**src/rtl/nco_tune_ctrl.sv**
```systemverilog
// Tuning sequencer for the receiver NCO: slew-limited direct retunes plus an
// automatic start/stop/step/dwell band scan with carrier-detect hold.
module nco_tune_ctrl #(
  parameter int DWELL_W = 24
) (
  input  logic               clk,
  input  logic               reset,
  input  logic               tune_valid,
  output logic               tune_ready,
  input  logic [31:0]        tune_word,
  input  logic [31:0]        slew_step,
  input  logic               scan_en,
  input  logic [31:0]        scan_start,
  input  logic [31:0]        scan_stop,
  input  logic [31:0]        scan_step,
  input  logic [DWELL_W-1:0] dwell,
  input  logic               hold,
  output logic [31:0]        phase_inc,
  output logic               settled,
  output logic               retune_pulse
);

  localparam logic [1:0] IDLE  = 2'd0;
  localparam logic [1:0] SLEW  = 2'd1;
  localparam logic [1:0] DWELL = 2'd2;

  logic [1:0]         state;
  logic [31:0]        target;
  logic               scan_mode;
  logic [DWELL_W-1:0] cnt;

  logic               up;
  logic [31:0]        diff;
  logic [32:0]        next_ch;
  logic [DWELL_W-1:0] dwell_load;
  logic               last_step;

  always_comb begin
    up         = (target >= phase_inc);
    diff       = up ? (target - phase_inc) : (phase_inc - target);
    // carry out of the 33-bit add means the next channel is past the top of the band
    next_ch    = {1'b0, phase_inc} + {1'b0, scan_step};
    dwell_load = (dwell == '0) ? DWELL_W'(1) : dwell;
    last_step  = (slew_step == 32'd0) || (diff <= slew_step);
  end

  assign tune_ready = (state == IDLE) && !scan_en;
  assign settled    = (state != SLEW);

  always_ff @(posedge clk) begin
    if (reset) begin
      state        <= IDLE;
      phase_inc    <= 32'd0;
      target       <= 32'd0;
      scan_mode    <= 1'b0;
      cnt          <= '0;
      retune_pulse <= 1'b0;
    end else begin
      retune_pulse <= 1'b0;
      case (state)
        IDLE: begin
          if (scan_en) begin
            target    <= scan_start;
            scan_mode <= 1'b1;
            state     <= SLEW;
          end else if (tune_valid && tune_ready) begin
            target <= tune_word;
            state  <= SLEW;
          end
        end
        SLEW: begin
          if (last_step) begin
            phase_inc    <= target;
            retune_pulse <= 1'b1;
            // a scan dropped mid-slew finishes the slew, then parks in IDLE
            if (scan_mode && scan_en) begin
              state <= DWELL;
              cnt   <= dwell_load;
            end else begin
              state     <= IDLE;
              scan_mode <= 1'b0;
            end
          end else if (up) begin
            phase_inc <= phase_inc + slew_step;
          end else begin
            phase_inc <= phase_inc - slew_step;
          end
        end
        DWELL: begin
          if (!scan_en) begin
            state     <= IDLE;
            scan_mode <= 1'b0;
          end else if (!hold) begin
            if (cnt > DWELL_W'(1)) begin
              cnt <= cnt - DWELL_W'(1);
            end else begin
              if (next_ch[32] || (next_ch[31:0] > scan_stop))
                target <= scan_start;
              else
                target <= next_ch[31:0];
              state <= SLEW;
            end
          end
        end
        default: state <= IDLE;
      endcase
    end
  end

endmodule

```
**config.mk**
```make
export PLATFORM = sky130hd
export DESIGN_NAME = nco_tune_ctrl
export DESIGN_NICKNAME = d
export VERILOG_FILES = /design/src/rtl/nco_tune_ctrl.sv
export SDC_FILE = /design/constraint.sdc
export NUM_CORES = 1
export LEC_CHECK = 0
export ABC_AREA = 1
export CAP_MARGIN = 0
export CORE_UTILIZATION = 50
export CTS_BUF_LIST = sky130_fd_sc_hd__clkbuf_16
export CTS_CLUSTER_DIAMETER = 150
export DETAILED_ROUTE_END_ITERATION = 10
export PLACE_DENSITY_LB_ADDON = 0.1
export SLEW_MARGIN = 10
export SYNTH_ARGS = -nofsm -noshare
export SYNTH_HDL_FRONTEND = slang
export SYNTH_SLANG_ARGS = --single-unit
```
**constraint.sdc**
```tcl
create_clock -name clk -period 7.7 [get_ports clk]
set_input_delay 1.54 -clock clk [delete_from_list [all_inputs] [get_ports clk]]
set_output_delay 1.54 -clock clk [all_outputs]
set_load 0.02 [all_outputs]
```
==> reports/qor.csv, run 1 <==
stage,metric,value,unit
synthesis,netlist.area_leader.share,19.1,%
clocking,cts_resized,0,
setup_path,end_kind,register,
synthesis,ys_ff_latch,92,
clocking,clk_path_buf_depth,2,
routing,wl_per_cell,18.4,microns
synthesis,yosysTopAreaCell,nand2_1,
routing,drc,0,
floorplanning,fp.dieH,185,microns
setup_path,required,7.99,ns
timing,hold_viol,0,
timing,period_share,76.7,%
timing,fmax,169,MHz
clocking,cts-root-buf,clkbuf_16,
setup_path,path_cells,"clkdlybuf4s50_1, ha_1, fa_1, nand2_1, inv_1, nand2_1, nand3_1, nand3_1, nand3_1, nand2_1, nand3_1, nand2_1, inv_1, ha_1, nand2_1, nor3_1, and3_1, nand3b_1, nand2_1, nand2_2, nand2_1, nand3_1, a21oi_1",
cells_and_area,final_nets,3600,
clocking,cts_hold_buf,0,
synthesis,yosysMostFrequentCell,nand2_1,
synthesis,synth_fp_nets,3420,
timing,setup_tns,0,ns
floorplanning,start_util,51.1,%
setup_path,crit_top_cell,nand2_1,
clocking,cts.reportedPaths.clkPinSlew,0.08,ns
global_routing,antenna_found_initial,0,
timing,drv_slew,0,
setup_path,worstSetupPathType,input port to register,
timing,tightest_slew,0.926,ns
clocking,post_cts_buffers,0,
routing,routed_via_density,5.53,
synthesis,synth_edf_count,0,
global_routing,grt_usage,39.3,%
clocking,clk_latency,0.37,ns
synthesis,synth_ff_type,dfxtp_1,
global_routing,grt_max_degree,69,
job,cap_violations,0,
global_routing,grt_pass1_wl,103,mm
synthesis,synth_area_leaders,"nand2_1 19%, ha_1 15%, inv_1 12%, dfxtp_1 11%, a21oi_1 8.2%",
setup_path,start_kind,input port,
floorplanning,die_w,185,microns
synthesis,synth_cells,3030,
setup_path,crit_arrival,6.20,ns
routing,dr.first_iter.drc_count,1735,
hold_path,hold_class,register to register,
synthesis,ys_seq_area_share,11.0,%
routing,first_pass_iters,6,
floorplanning,die_area,34300,sq um
timing,rsz0062_at_grt,no,
timing,setup_viol,0,
setup_path,cpMaxStageDelayCell,nand2_2,
placement,port_buffers,223,
cells_and_area,finalInstanceArea,19600,sq um
floorplanning,rows,66,
cells_and_area,syn_to_final_growth,17.0,%
clocking,cts_tree,yes,
placement,place.gp.congestion,1.03,
timing,layout_min_cycle_time,5.91,ns
global_routing,grt-ovfl-total,0,
timing,maxSlewHeadroom,38.2,%
floorplanning,ios,224,
floorplanning,design.core.area,32800,sq um
synthesis,synth_common_cells,"854 x nand2_1, 537 x inv_1, 320 x nor2_1",
routing,ant_nets,0,
synthesis,ys_async_sr_fraction,0,%
cells_and_area,fin_util,59.8,%
setup_path,path_max_fanout,32,
synthesis,syn-cell-area,16800,sq um
cells_and_area,layout-drive-gt1-share,2.33,%
routing,vias,20200,
placement,hpwl,56.5,mm
synthesis,synth.distinct_cells,53,
synthesis,syn_avg_cell_area,5.53,sq um
global_routing,grt_pass1_vias,19400,
routing,finalWirelength,67.4,mm
status,run_status,finished clean,
synthesis,yosys_warnings,0,
clocking,htreeDepth,3,
timing,skew,0.0188,ns
clocking,cts.sinks,92,
placement,placed_area,19300,sq um
clocking,numCtsBuffers,9,
setup_path,slowest_delay,0.57,ns
layout make-up:
class / count / area (sq um)
Fill cell: 3380 / 13200
Multi-Input combinational cell: 2318 / 12500
Timing Repair Buffer: 241 / 2360
Inverter: 548 / 2060
Sequential cell: 92 / 1840
Tap cell: 442 / 553
Clock buffer: 9 / 225
Clock inverter: 7 / 80.1
Antenna cell: 1 / 2.50
per-stage QoR:
stage	setup WS (ns)	cells	hold slack [ns]
3_5_place_dp	1.56	3641	0.478
5_1_grt	1.47	3657	0.513
3_3_place_gp	1.63	3641	0.465
6_report	1.79	3658	0.495
4_1_cts	1.92	3657	0.492
2_1_floorplan	3.26	3030	0.454
layout by cell type (no fill, tap or decap), types with 35 or more instances in the layout:
cell type,n
a21oi_1,276
clkdlybuf4s50_1,222
dfxtp_1,92
ha_1,196
inv_1,536
nand2_1,854
nand3_1,201
nor2_1,320
nor3_1,35
o21ai_0,149
xor2_1,92
worst max-delay path, delay by kind of cell:
kind                     cells  cell delay [ns]
AND/OR/NAND/NOR             16             3.06
buffers and inverters        3             0.51
adder cells (fa/ha/maj)      3             0.91
AO/OA/AOI/OAI                1             0.16
cells by family (layout without fill, tap and decap cells):
kind of cell    Yosys count  in the layout  synth area share [%]
fa+ha+maj               201            201                  15.2
flops                    92             92                  11.0
simple gates           1494           1494                  37.2
compound gates          514            514                  16.4
xor+xnor                108            108                  5.64
buf+inv                 620            805                  14.5
other cells               0              1                     0
mux                       1              1                0.0597
per-layer routing:
layer | share of wire (%) | track usage, %
met1 | 41 | 48.4
met2 | 45 | 64.3
met5 | 0 | 0
met3 | 7.9 | 5.84
met4 | 6.3 | 24.1
sequential cells by signal (all words and copies together) (netlist names):
signal,cells
scan_mode,1
retune_pulse,1
phase_inc,32
state,2
cnt,24
target,32
path summary, 6_finish.rpt:
check,startpoint,to,slack [ns],depth (start not counted)
worst max-delay path,scan_step[0],target[25]$_SDFFE_PP0P_,1.79,23
worst min register to register,cnt[1]$_SDFFE_PP0P_,cnt[1]$_SDFFE_PP0P_,0.50,2
worst min-delay path,cnt[1]$_SDFFE_PP0P_,cnt[1]$_SDFFE_PP0P_,0.50,2
worst max register to register,phase_inc[15]$_SDFFE_PP0P_,phase_inc[29]$_SDFFE_PP0P_,2.01,22
Power of run 1 is left out: the tool's default activity adds up to more than one toggle a clock period on the data nets, which glitch-free logic cannot reach.
==> run 2, diff against run 1 <==
Clock period 7.7 ns to 5.5 ns, I/O delays scaled along.
==> reports/qor.csv, run 2 (same netlist as run 1, synthesis figures left out) <==
stage,metric,value,unit,change
status,run_status,finished clean,,unchanged
timing,period_share,93.1,%,
cells_and_area,layout_commonest_cell,nand2_1,,unchanged
cells_and_area,final_cells,3711,,"was 3,658"
global_routing,grt_pass1_wl,106,mm,was 103 mm
routing,finalWirelength,68.6,mm,was 67.4 mm
clocking,clk_path_buf_depth,2,,unchanged
timing,maxSlewHeadroom,32.1,%,was 38.2%
setup_path,cpMaxStageDelayCell,ha_1,,was nand2_2
cells_and_area,top_regs,"phase_inc: 32 flops, target: 32 flops, cnt: 24 flops",,unchanged
clocking,cts_hold_buf,0,,unchanged
setup_path,cp_top_family,simple AND/OR/NAND/NOR gates,,unchanged
setup_path,critPathBufInv,6,,was 3
timing,fmax,195,MHz,
floorplanning,start_util,51.1,%,unchanged
floorplanning,design.core.area,32800,sq um,unchanged
setup_path,end_kind,register,,unchanged
routing,ant_nets,0,,unchanged
setup_path,path_max_fanout,21,,was 32
clocking,cts.sinks,92,,unchanged
hold_path,hold_class,register to register,,unchanged
setup_path,reg2regPathDepth,30,,was 22
timing,hold_viol,0,,unchanged
setup_path,required,5.74,ns,was 7.99 ns
placement,place_inst,3694,,"was 3,641"
clocking,cts_tree,yes,,unchanged
clocking,cts_resized,0,,unchanged
setup_path,r2r-end,phase_inc[17]$_SDFFE_PP0P_,,was phase_inc[29]$_SDFFE_PP0P_
timing,setup_tns,0,ns,unchanged
floorplanning,die_w,185,microns,unchanged
timing,rsz0062_at_grt,no,,unchanged
routing,first_pass_iters,7,,was 6
clocking,clk_latency,0.38,ns,was 0.37 ns
global_routing,grt_max_degree,59,,was 69
floorplanning,rows,66,,unchanged
timing,drv_slew,0,,unchanged
clocking,numCtsBuffers,9,,unchanged
routing,vias,20600,,"was 20,200"
timing,skew,0.0293,ns,was 0.0188 ns
hold_path,hold_depth,2,,unchanged
setup_path,slowest_delay,0.39,ns,was 0.57 ns
hold_path,whs_endpoint,cnt[1]$_SDFFE_PP0P_,,unchanged
routing,dr.first_iter.drc_count,1825,,"was 1,735"
routing,drc,0,,unchanged
setup_path,r2r-start,phase_inc[11]$_SDFFE_PP0P_,,was phase_inc[15]$_SDFFE_PP0P_
setup_path,crit_cells,30,,was 23
hold_path,min_from,cnt[1]$_SDFFE_PP0P_,,unchanged
floorplanning,ios,224,,unchanged
clocking,post_cts_buffers,0,,unchanged
setup_path,crit_top_cell,nand2_1,,unchanged
cells_and_area,syn_to_final_growth,19.6,%,was 17.0%
setup_path,crit_arrival,5.36,ns,was 6.20 ns
placement,place.gp.congestion,1.08,,was 1.03
routing,wl_per_cell,18.5,microns,was 18.4 microns
setup_path,worstSetupPathType,register to register,,was input port to register
timing,setup_viol,0,,unchanged
cells_and_area,layout-drive-gt1-share,3.92,%,was 2.33%
setup_path,start_kind,register,,was input port
global_routing,antenna_found_initial,1,,was 0
clocking,htreeDepth,3,,unchanged
timing,layout_min_cycle_time,5.12,ns,
timing,tightest_slew,1.01,ns,was 0.926 ns
clocking,cts.reportedPaths.clkPinSlew,0.09,ns,was 0.08 ns
timing,hold_ws,0.487,ns,was 0.495 ns
cells_and_area,final_nets,3653,,"was 3,600"
setup_path,r2r_setup_slack,0.38,ns,was 2.01 ns
job,cap_violations,0,,unchanged
floorplanning,fp.dieH,185,microns,unchanged
cells_and_area,final_cell_mix,"854 x nand2_1, 536 x inv_1, 320 x nor2_1, 276 x a21oi_1, 222 x clkdlybuf4s50_1",,unchanged
placement,hpwl,57.5,mm,was 56.5 mm
global_routing,grt_pass1_vias,19500,,"was 19,400"
placement,port_buffers,223,,unchanged
global_routing,grt_usage,40.0,%,was 39.3%
cells_and_area,fill_cells,3360,,"was 3,380"
floorplanning,die_area,34300,sq um,unchanged
routing,routed_via_density,5.55,,was 5.53
clocking,cts-root-buf,clkbuf_16,,unchanged
global_routing,grt-ovfl-total,0,,unchanged
## run 2: layout make-up
type / count / area, sq um / share of cell area [%]
multi-input cells: 2318 / 12500 / 62.3
repair buffers: 294 / 2790 / 13.9
inverters: 548 / 2060 / 10.3
flip-flops and latches: 92 / 1840 / 9.19
well taps: 442 / 553 / 2.76
clock buffers: 9 / 225 / 1.12
clock inverters: 7 / 80.1 / 0.400
diodes: 1 / 2.50 / 0.0125
## run 2: worst max path at each step
stage / startpoint / to
2_1_floorplan: scan_step[0] / target[30]$_SDFFE_PP0P_
3_5_place_dp: scan_step[2] / target[2]$_SDFFE_PP0P_
3_3_place_gp: target[11]$_SDFFE_PP0P_ / phase_inc[1]$_SDFFE_PP0P_
6_report: phase_inc[11]$_SDFFE_PP0P_ / phase_inc[17]$_SDFFE_PP0P_
4_1_cts: target[0]$_SDFFE_PP0P_ / phase_inc[17]$_SDFFE_PP0P_
5_1_grt: phase_inc[11]$_SDFFE_PP0P_ / phase_inc[8]$_SDFFE_PP0P_
## run 2: worst register-to-register path: cells and delay by family, from the launching register on
family	cells	cell delay (ns)
simple gates	19	2.12
buf+inv	6	1.13
fa+ha+maj	2	0.68
compound gates	2	0.61
flops	1	0.33
xor+xnor	1	0.12
## run 2: routing by layer
layer	global-route usage, %	wire length (microns)	vias to the layer above
met5	0	0	-
met4	20.8	3910	0
li1	-	-	10000
met3	5.07	5920	176
met2	65.9	30300	1012
met1	50.9	28400	9351
## run 2: per-stage QoR
step           setup slack, ns  instance area (sq um)  utilization [%]
6_report                 0.379                  20000             61.1
3_3_place_gp             0.488                  19700             60.2
2_1_floorplan             1.50                  16800                -
3_5_place_dp             0.428                  19700             60.2
5_1_grt                 0.0215                  20000             61.1
4_1_cts                  0.448                  20000             61.1
Power of run 2 is left out for the same reason.
==> run 3, diff against run 2 <==
Settings changed: CAP_MARGIN 0 to 20.
==> results of run 3 <==
Final layout, timing and power as in run 2 (identical DEF).
Power of run 3 is left out for the same reason.
